--- config.mk ---
export PLATFORM = sky130hd
export DESIGN_NAME = pq_cmd_master
export DESIGN_NICKNAME = d
export VERILOG_FILES = /design/src/rtl/pq_cmd_master.sv
export SDC_FILE = /design/constraint.sdc
export NUM_CORES = 1
export LEC_CHECK = 0
export CORE_ASPECT_RATIO = 0.6
export CORE_UTILIZATION = 45
export CTS_CLUSTER_DIAMETER = 120
export DETAILED_ROUTE_END_ITERATION = 12
export PLACE_DENSITY_LB_ADDON = 0.08
export SYNTH_ARGS = -nofsm -noshare
export SYNTH_HDL_FRONTEND = slang
export SYNTH_SLANG_ARGS = --single-unit
--- constraint.sdc ---
create_clock -name clk -period 2.6 [get_ports clk]
set_clock_uncertainty 0.15 [all_clocks]
set_input_delay 0.52 -clock clk [delete_from_list [all_inputs] [get_ports clk]]
set_output_delay 0.52 -clock clk [all_outputs]
set_load 0.02 [all_outputs]
--- src/rtl/pq_cmd_master.sv ---
// pq_cmd_master: turns a valid/ready command stream (ENQ/DEQ/REPLACE/NOP)
// into single-cycle enq/deq strobes toward a priority-queue device. It
// returns dequeued pairs on a valid/ready response stream and keeps
// saturating drop/error counters. Only one command is in flight at a time.
module pq_cmd_master #(
  parameter int KW = 8,
  parameter int VW = 8,
  parameter int CW = 16
) (
  input  logic             clk,
  input  logic             rst_n,
  input  logic             cmd_valid,
  output logic             cmd_ready,
  input  logic [1:0]       cmd_op,
  input  logic [KW+VW-1:0] cmd_kv,
  output logic             rsp_valid,
  input  logic             rsp_ready,
  output logic [KW+VW-1:0] rsp_kv,
  output logic             rsp_err,
  output logic             pq_enq,
  output logic             pq_deq,
  output logic [KW+VW-1:0] pq_kvi,
  input  logic [KW+VW-1:0] pq_kvo,
  input  logic             pq_busy,
  input  logic             pq_full,
  input  logic             pq_empty,
  output logic [CW-1:0]    enq_drop_cnt,
  output logic [CW-1:0]    deq_err_cnt
);

  localparam int KVW = KW + VW;

  localparam logic [1:0] OP_NOP = 2'b00;
  localparam logic [1:0] OP_ENQ = 2'b01;
  localparam logic [1:0] OP_DEQ = 2'b10;
  localparam logic [1:0] OP_REP = 2'b11;

  typedef enum logic [1:0] {
    ST_IDLE  = 2'b00,
    ST_ISSUE = 2'b01,
    ST_RESP  = 2'b10
  } state_t;

  state_t          state_q, state_d;
  logic [1:0]      op_q, op_d;
  logic [KVW-1:0]  kv_q, kv_d;
  logic [KVW-1:0]  rsp_kv_q, rsp_kv_d;
  logic            rsp_err_q, rsp_err_d;
  logic [CW-1:0]   drop_q, drop_d;
  logic [CW-1:0]   derr_q, derr_d;
  logic            cmd_ready_s;
  logic            pq_enq_s;
  logic            pq_deq_s;

  // Saturating increment: an all-ones counter holds its value.
  function automatic logic [CW-1:0] sat_inc(input logic [CW-1:0] c);
    if (&c) begin
      return c;
    end else begin
      return c + {{(CW-1){1'b0}}, 1'b1};
    end
  endfunction

  // State register plus latched command, response and counters.
  always_ff @(posedge clk or negedge rst_n) begin
    if (!rst_n) begin
      state_q   <= ST_IDLE;
      op_q      <= OP_NOP;
      kv_q      <= {KVW{1'b0}};
      rsp_kv_q  <= {KVW{1'b0}};
      rsp_err_q <= 1'b0;
      drop_q    <= {CW{1'b0}};
      derr_q    <= {CW{1'b0}};
    end else begin
      state_q   <= state_d;
      op_q      <= op_d;
      kv_q      <= kv_d;
      rsp_kv_q  <= rsp_kv_d;
      rsp_err_q <= rsp_err_d;
      drop_q    <= drop_d;
      derr_q    <= derr_d;
    end
  end

  // Next-state and strobe decode; strobes only ever fire in ISSUE with the device idle.
  always_comb begin
    state_d     = state_q;
    op_d        = op_q;
    kv_d        = kv_q;
    rsp_kv_d    = rsp_kv_q;
    rsp_err_d   = rsp_err_q;
    drop_d      = drop_q;
    derr_d      = derr_q;
    cmd_ready_s = 1'b0;
    pq_enq_s    = 1'b0;
    pq_deq_s    = 1'b0;
    case (state_q)
      ST_IDLE: begin
        cmd_ready_s = 1'b1;
        if (cmd_valid && (cmd_op != OP_NOP)) begin
          op_d    = cmd_op;
          kv_d    = cmd_kv;
          state_d = ST_ISSUE;
        end else begin
          state_d = ST_IDLE;
        end
      end
      ST_ISSUE: begin
        if (!pq_busy) begin
          case (op_q)
            OP_ENQ: begin
              if (!pq_full) begin
                pq_enq_s = 1'b1;
              end else begin
                drop_d = sat_inc(drop_q);
              end
              state_d = ST_IDLE;
            end
            OP_DEQ, OP_REP: begin
              if (!pq_empty) begin
                // REPLACE keeps occupancy constant, so it may go even when full.
                pq_deq_s  = 1'b1;
                pq_enq_s  = (op_q == OP_REP);
                rsp_kv_d  = pq_kvo;
                rsp_err_d = 1'b0;
              end else begin
                rsp_kv_d  = {KVW{1'b0}};
                rsp_err_d = 1'b1;
                derr_d    = sat_inc(derr_q);
              end
              state_d = ST_RESP;
            end
            default: begin
              state_d = ST_IDLE;
            end
          endcase
        end else begin
          state_d = ST_ISSUE;
        end
      end
      ST_RESP: begin
        if (rsp_ready) begin
          state_d = ST_IDLE;
        end else begin
          state_d = ST_RESP;
        end
      end
      default: begin
        state_d = ST_IDLE;
      end
    endcase
  end

  assign cmd_ready    = cmd_ready_s;
  assign rsp_valid    = (state_q == ST_RESP);
  assign rsp_kv       = rsp_kv_q;
  assign rsp_err      = rsp_err_q;
  assign pq_enq       = pq_enq_s;
  assign pq_deq       = pq_deq_s;
  assign pq_kvi       = kv_q;
  assign enq_drop_cnt = drop_q;
  assign deq_err_cnt  = derr_q;

endmodule

### Word-level counts from Yosys, hierarchy flattened

Cells that the tools add are included.

* register bits: 69
* bits in latches: 0
* output and inout port bits: 69
* bits of input ports: 41
* bits in writable memories: 0
* bits in read-only memories: 0
* memories kept: 0
* word-level logic and storage cells: 44

* add/sub/neg operators: 2
* order comparisons: 0
* div/mod/pow operators: 0
* shifts and indexed selects: 0
* multiply operators: 0
* bitwise logic cells: 3
* mux-type cells: 17
* equality and inequality tests: 5
* reductions and logical operators: 10

Operators by type and width (count)
* adder 16 x 1 -> 16 bit, second input constant: 2
* AND reduction 16 bit: 2
* 2-to-1 mux 16 bit: 1
* 2-to-1 mux 1 bit: 11
* AND reduction 5 bit: 2
* == test 2 bit, second input constant: 3
* 2-to-1 mux 2 bit: 3
* case mux 2 bit (3 select lines): 1
* == test 2 x 1 -> 1 bit, second input constant: 2
* NOT 1 bit: 3
* AND reduction 3 bit: 1
* zero test 2 bit: 1
* case mux 1 bit (2 select lines): 1
* AND reduction 2 bit: 1
* nonzero test 2 bit: 1
* OR reduction 2 bit: 1
* logical AND 1 bit: 1

### Longest topological paths before layout

* depth after elaboration: 5
* mapped depth: 6
* gate-level depth less buffers: 5

### Worst setup path before layout

No wires, ideal clock.

* kind: flip-flop to flip-flop
* start point: reg derr_q[0], in the netlist deq_err_cnt[0]
* end point: reg derr_q[1], in the netlist deq_err_cnt[1]
* buffers on the path: 0
* arrival: 2015 ps
* setup slack: 311 ps
* clock period less this slack: 2289 ps
* required time: 2325 ps
* library setup time: 125 ps
* cell stages (with the launch flop): 6
* path through: dfrtp_1 -> ha_1 -> inv_1 -> nor4_1 -> a21oi_1 -> mux2_2

* word-level cells in the longest chain between the ends: 3
* elaborated cells on any way between the ends: 4
* those cells by class: add/sub (1); bitwise (1); reduce/logical (2)

Ends and longest elaborated chain
* start, declared: RTL line 50 `logic [CW-1:0] derr_q, derr_d;`
* start signal, assigned: RTL line 73 `derr_q <= {CW{1'b0}};`
* start signal, assigned: RTL line 81 `derr_q <= derr_d;`
* branches (longest 3 deep; another with adder 16 x 1 -> 16 bit)

Parallel ways; which one is timed is not known.
A chain may end at the register's enable or synchronous reset.

### Worst setup path after layout

* start point: in pq_busy
* end point: reg drop_q[8], in the netlist enq_drop_cnt[8]

* word-level cells in the longest chain between the ends: 2

Ends and longest elaborated chain
* start, declared: RTL line 24 `input logic pq_busy,`
* NOT 1 bit (no source line)
* AND reduction 5 bit (no source line)
* end signal, assigned: RTL line 72 `drop_q <= {CW{1'b0}};`
* end signal, assigned: RTL line 80 `drop_q <= drop_d;`
* end, declared: RTL line 49 `logic [CW-1:0] drop_q, drop_d;`

No other way between the ends.

==> results.sh <==
export IMPL_synth_edf_count=0
export IMPL_drive_above_1_share_pct=15.3
export IMPL_cts_sinks=69
export IMPL_cts_setup_buffers=0
export IMPL_synth_commonest_cells="dfrtp_1, nand2_1, mux2_2, o21ai_0, xor2_1"
export IMPL_r2r_cells=6
export IMPL_rsz0062_at_grt="no"
export IMPL_crit_chain="clkdlybuf4s50_1 -> nand4bb_4 -> buf_4 -> or4_1 -> buf_4 -> a21oi_1 -> xor2_1"
export IMPL_synth_warnings=0
export IMPL_vias=2662
export IMPL_max_clock_path_buffers=2
export IMPL_total_power_mw=4.43
export IMPL_setup_viol=0
export IMPL_synth_main_ff_cell="dfrtp_1"
export IMPL_power_leakage_nw=2.05
export IMPL_yosysTopAreaCellShare_pct=56.4
export IMPL_worst_slew_pin_slew_ns=0.463
export IMPL_ant_nets=0
export IMPL_drt_iter0_drc=100
export IMPL_synth_nets=326
export IMPL_routed_wl_um=7780
export IMPL_slew_viol_final=0
export IMPL_dp_hpwl_um=5520
export IMPL_status="finished clean"
export IMPL_dr_pass1_iters=4
export IMPL_grt_pass1_vias=2672
export IMPL_hold_class="flop to flop"
export IMPL_start_util_pct=48.4
export IMPL_path_common_cell="buf_4"
export IMPL_die_y_um=65.9
export IMPL_cts_buffers=9
export IMPL_critPathCaptureType="flop"
export IMPL_fin_cells=502
export IMPL_synth_most_common_cell="dfrtp_1"
export IMPL_ys_ff_latch=69
export IMPL_via_per_inst=5.30
export IMPL_crit_type="input pin to flop"
export IMPL_pin_count=110
export IMPL_fin_crit_sh_pct=96.4
export IMPL_std_cell_rows=22
export IMPL_finalWeightedCongestion=0.769
export IMPL_remaining_drc_errors=0
export IMPL_finalNetCount=456
export IMPL_timing_final_hold_violations=0
export IMPL_critPathLaunchType="input pin"
export IMPL_ir_worst_vdd_v=0.000605
export IMPL_cp_arrival_ns=2.61
export IMPL_place_inst=485
export IMPL_crit_end="enq_drop_cnt[8]"
export IMPL_coreArea_mm2=0.00633
export IMPL_grt_pass1_wl_um=13200
export IMPL_async_flop_share_pct=100
export IMPL_h_tree_depth=3
export IMPL_synth_largest_area_cell="dfrtp_1"
export IMPL_powerDensity_mw_per_mm2=939
export IMPL_cts_tree="built"
export IMPL_clk_pin_slew_ns=0.06
export IMPL_area_delta_synth_final_pct=54.2
export IMPL_synthDistinctLibCells=36
export IMPL_grt_overflow=0
export IMPL_cp_required_ns=2.70
export IMPL_die_area_mm2=0.00715
export IMPL_r2r_slack_ns=0.37
export IMPL_wl_per_cell_um=15.5
export IMPL_avgSynthCellArea_um2=10.8
export IMPL_grtUsageTotal_pct=24.8
export IMPL_cap_viol_max_count=0
export IMPL_yosys_top_cells_area="dfrtp_1, mux2_2, nand2_1, xor2_1, o21ai_0"
export IMPL_grt_max_degree=51
export IMPL_fillers=457
export IMPL_cpPeakStageDelay_ns=0.60
export IMPL_yosysSeqAreaShare_pct=56.4
export IMPL_die_w_um=109
export IMPL_crit_slowest_cell="or4_1"
export IMPL_netlist_area_mm2=0.00306
export IMPL_synth_cells=283
export IMPL_portBuffers=109
export IMPL_antenna_found_initial=0
export IMPL_timing_rr_start="state_q[0]"
export IMPL_cp_max_fo=4
export IMPL_crit_start="pq_busy"
export IMPL_slew_headroom_pct=68.8
export IMPL_reg2reg_to="enq_drop_cnt[8]"
export IMPL_diodes=0
export IMPL_max_freq_mhz=399
export IMPL_root_buffer="clkbuf_16"
export IMPL_min_period_ns=2.51
export IMPL_clk_latency_ns=0.33
==> routing by layer <==
metal  vias to the layer above  global-route usage (%)  wire length (um)  share of wire (%)
met3                         8                    10.7               697                9.0
li1                       1274                       -                 -                  -
met1                      1289                    31.9              3490                 45
met4                         0                    7.77                85                1.1
met2                        91                    37.7              3510                 45
met5                         -                       0                 0                  0
==> layout by cell type, fill, tap and decap left out, drive strengths merged, types with 2 or more instances in the layout <==
cell type,Yosys,final
a22o,2,2
nand4bb,2,2
xor2,18,18
or2,3,3
ha,2,2
nor4b,2,2
clkinv,1,2
nor2,7,7
a21oi,3,3
a211oi,4,4
xnor2,5,5
nand2,51,51
nor4bb,2,2
inv,5,5
and3,2,2
o21a,2,2
or4,2,2
nand3,13,13
buf,2,19
dfrtp,69,69
o21ai,18,18
nor4,12,12
nor3,6,6
clkdlybuf4s50,0,106
clkbuf,6,13
a31oi,6,6
mux2,21,21
nand4,8,8
==> timing repair <==
action / 4_1_cts / 5_1_grt
hold buffers: 1 / 0
setup endpoints to repair: 3 / 4
resized for setup: 8 / 3
endpoints found under the hold margin: 17 / 0
==> sequential cells by signal, summed over array words and instances (netlist names) <==
| name | count |
|---|---|
| enq_drop_cnt | 16 |
| rsp_err | 1 |
| state_q | 2 |
| rsp_kv | 16 |
| deq_err_cnt | 16 |
| op_q | 2 |
| pq_kvi | 16 |
==> worst max-delay path, delay by kind of cell <==
family                 cells  cell delay (ns)
buffers and inverters      3             0.85
AND/OR/NAND/NOR            2             0.89
XOR/XNOR                   1             0.16
AO/OA/AOI/OAI              1             0.19
==> area by class of cell <==
class                           instances  area [um2]  share of cell area, %
Tap cell                               84         105                   2.23
Sequential cell                        69        1730                   36.6
Clock buffer                           13         270                   5.72
Clock inverter                          3        42.5                  0.901
Multi-Input combinational cell        200        1330                   28.1
Inverter                                6        22.5                  0.477
Timing Repair Buffer                  127        1230                   26.0
==> how the worst min path moves through the flow <==
| stage | endpoint | slack [ns] | cells past startpoint | from |
|---|---|---|---|---|
| floorplan | deq_err_cnt[0] | 0.07 | 0 | rst_n |
| global placement | rsp_kv[9] | 0.31 | 2 | rsp_kv[9] |
| detailed placement | rsp_kv[7] | 0.32 | 2 | rsp_kv[7] |
| CTS | rsp_err | 0.33 | 2 | rsp_err |
| global route | rsp_err | 0.36 | 2 | rsp_err |
| finish | rsp_kv[9] | 0.33 | 2 | rsp_kv[9] |
==> stage by stage <==
stage          setup TNS, ns  cell area, um2  setup WS, ns  util, %  hold WS (ns)
5_1_grt                    0            4720        0.0236     74.6         0.356
3_5_place_dp           -1.96            4360        -0.303     68.9         0.320
6_report                   0            4720        0.0933     74.6         0.327
2_1_floorplan              0            3060         0.311        -        0.0744
4_1_cts                    0            4710        0.0219     74.3         0.334
3_3_place_gp           -1.10            4360        -0.191     68.9         0.310
==> cells by family (layout without fill, tap and decap cells) <==
| family | Yosys count | count (layout) | share of synthesized area (%) |
|---|---|---|---|
| adders and majority gates | 2 | 2 | 0.817 |
| AOI/OAI and AO/OA | 39 | 39 | 7.84 |
| muxes | 21 | 21 | 7.72 |
| buffers and inverters | 14 | 149 | 1.80 |
| xor gates and xnor gates | 23 | 23 | 6.58 |
| DFF | 69 | 69 | 56.4 |
| and+or+nand+nor | 115 | 115 | 18.9 |
==> report_power, final <==
group | total (mW) | switching, mW | leakage [nW] | internal, mW
Sequential | 1.60 | 0.238 | 0.883 | 1.36
Combinational | 1.57 | 0.757 | 1.02 | 0.814
Clock | 1.26 | 0.443 | 0.152 | 0.819
Total | 4.43 | 1.44 | 2.05 | 2.99
Power figures use the tool's default switching activity.
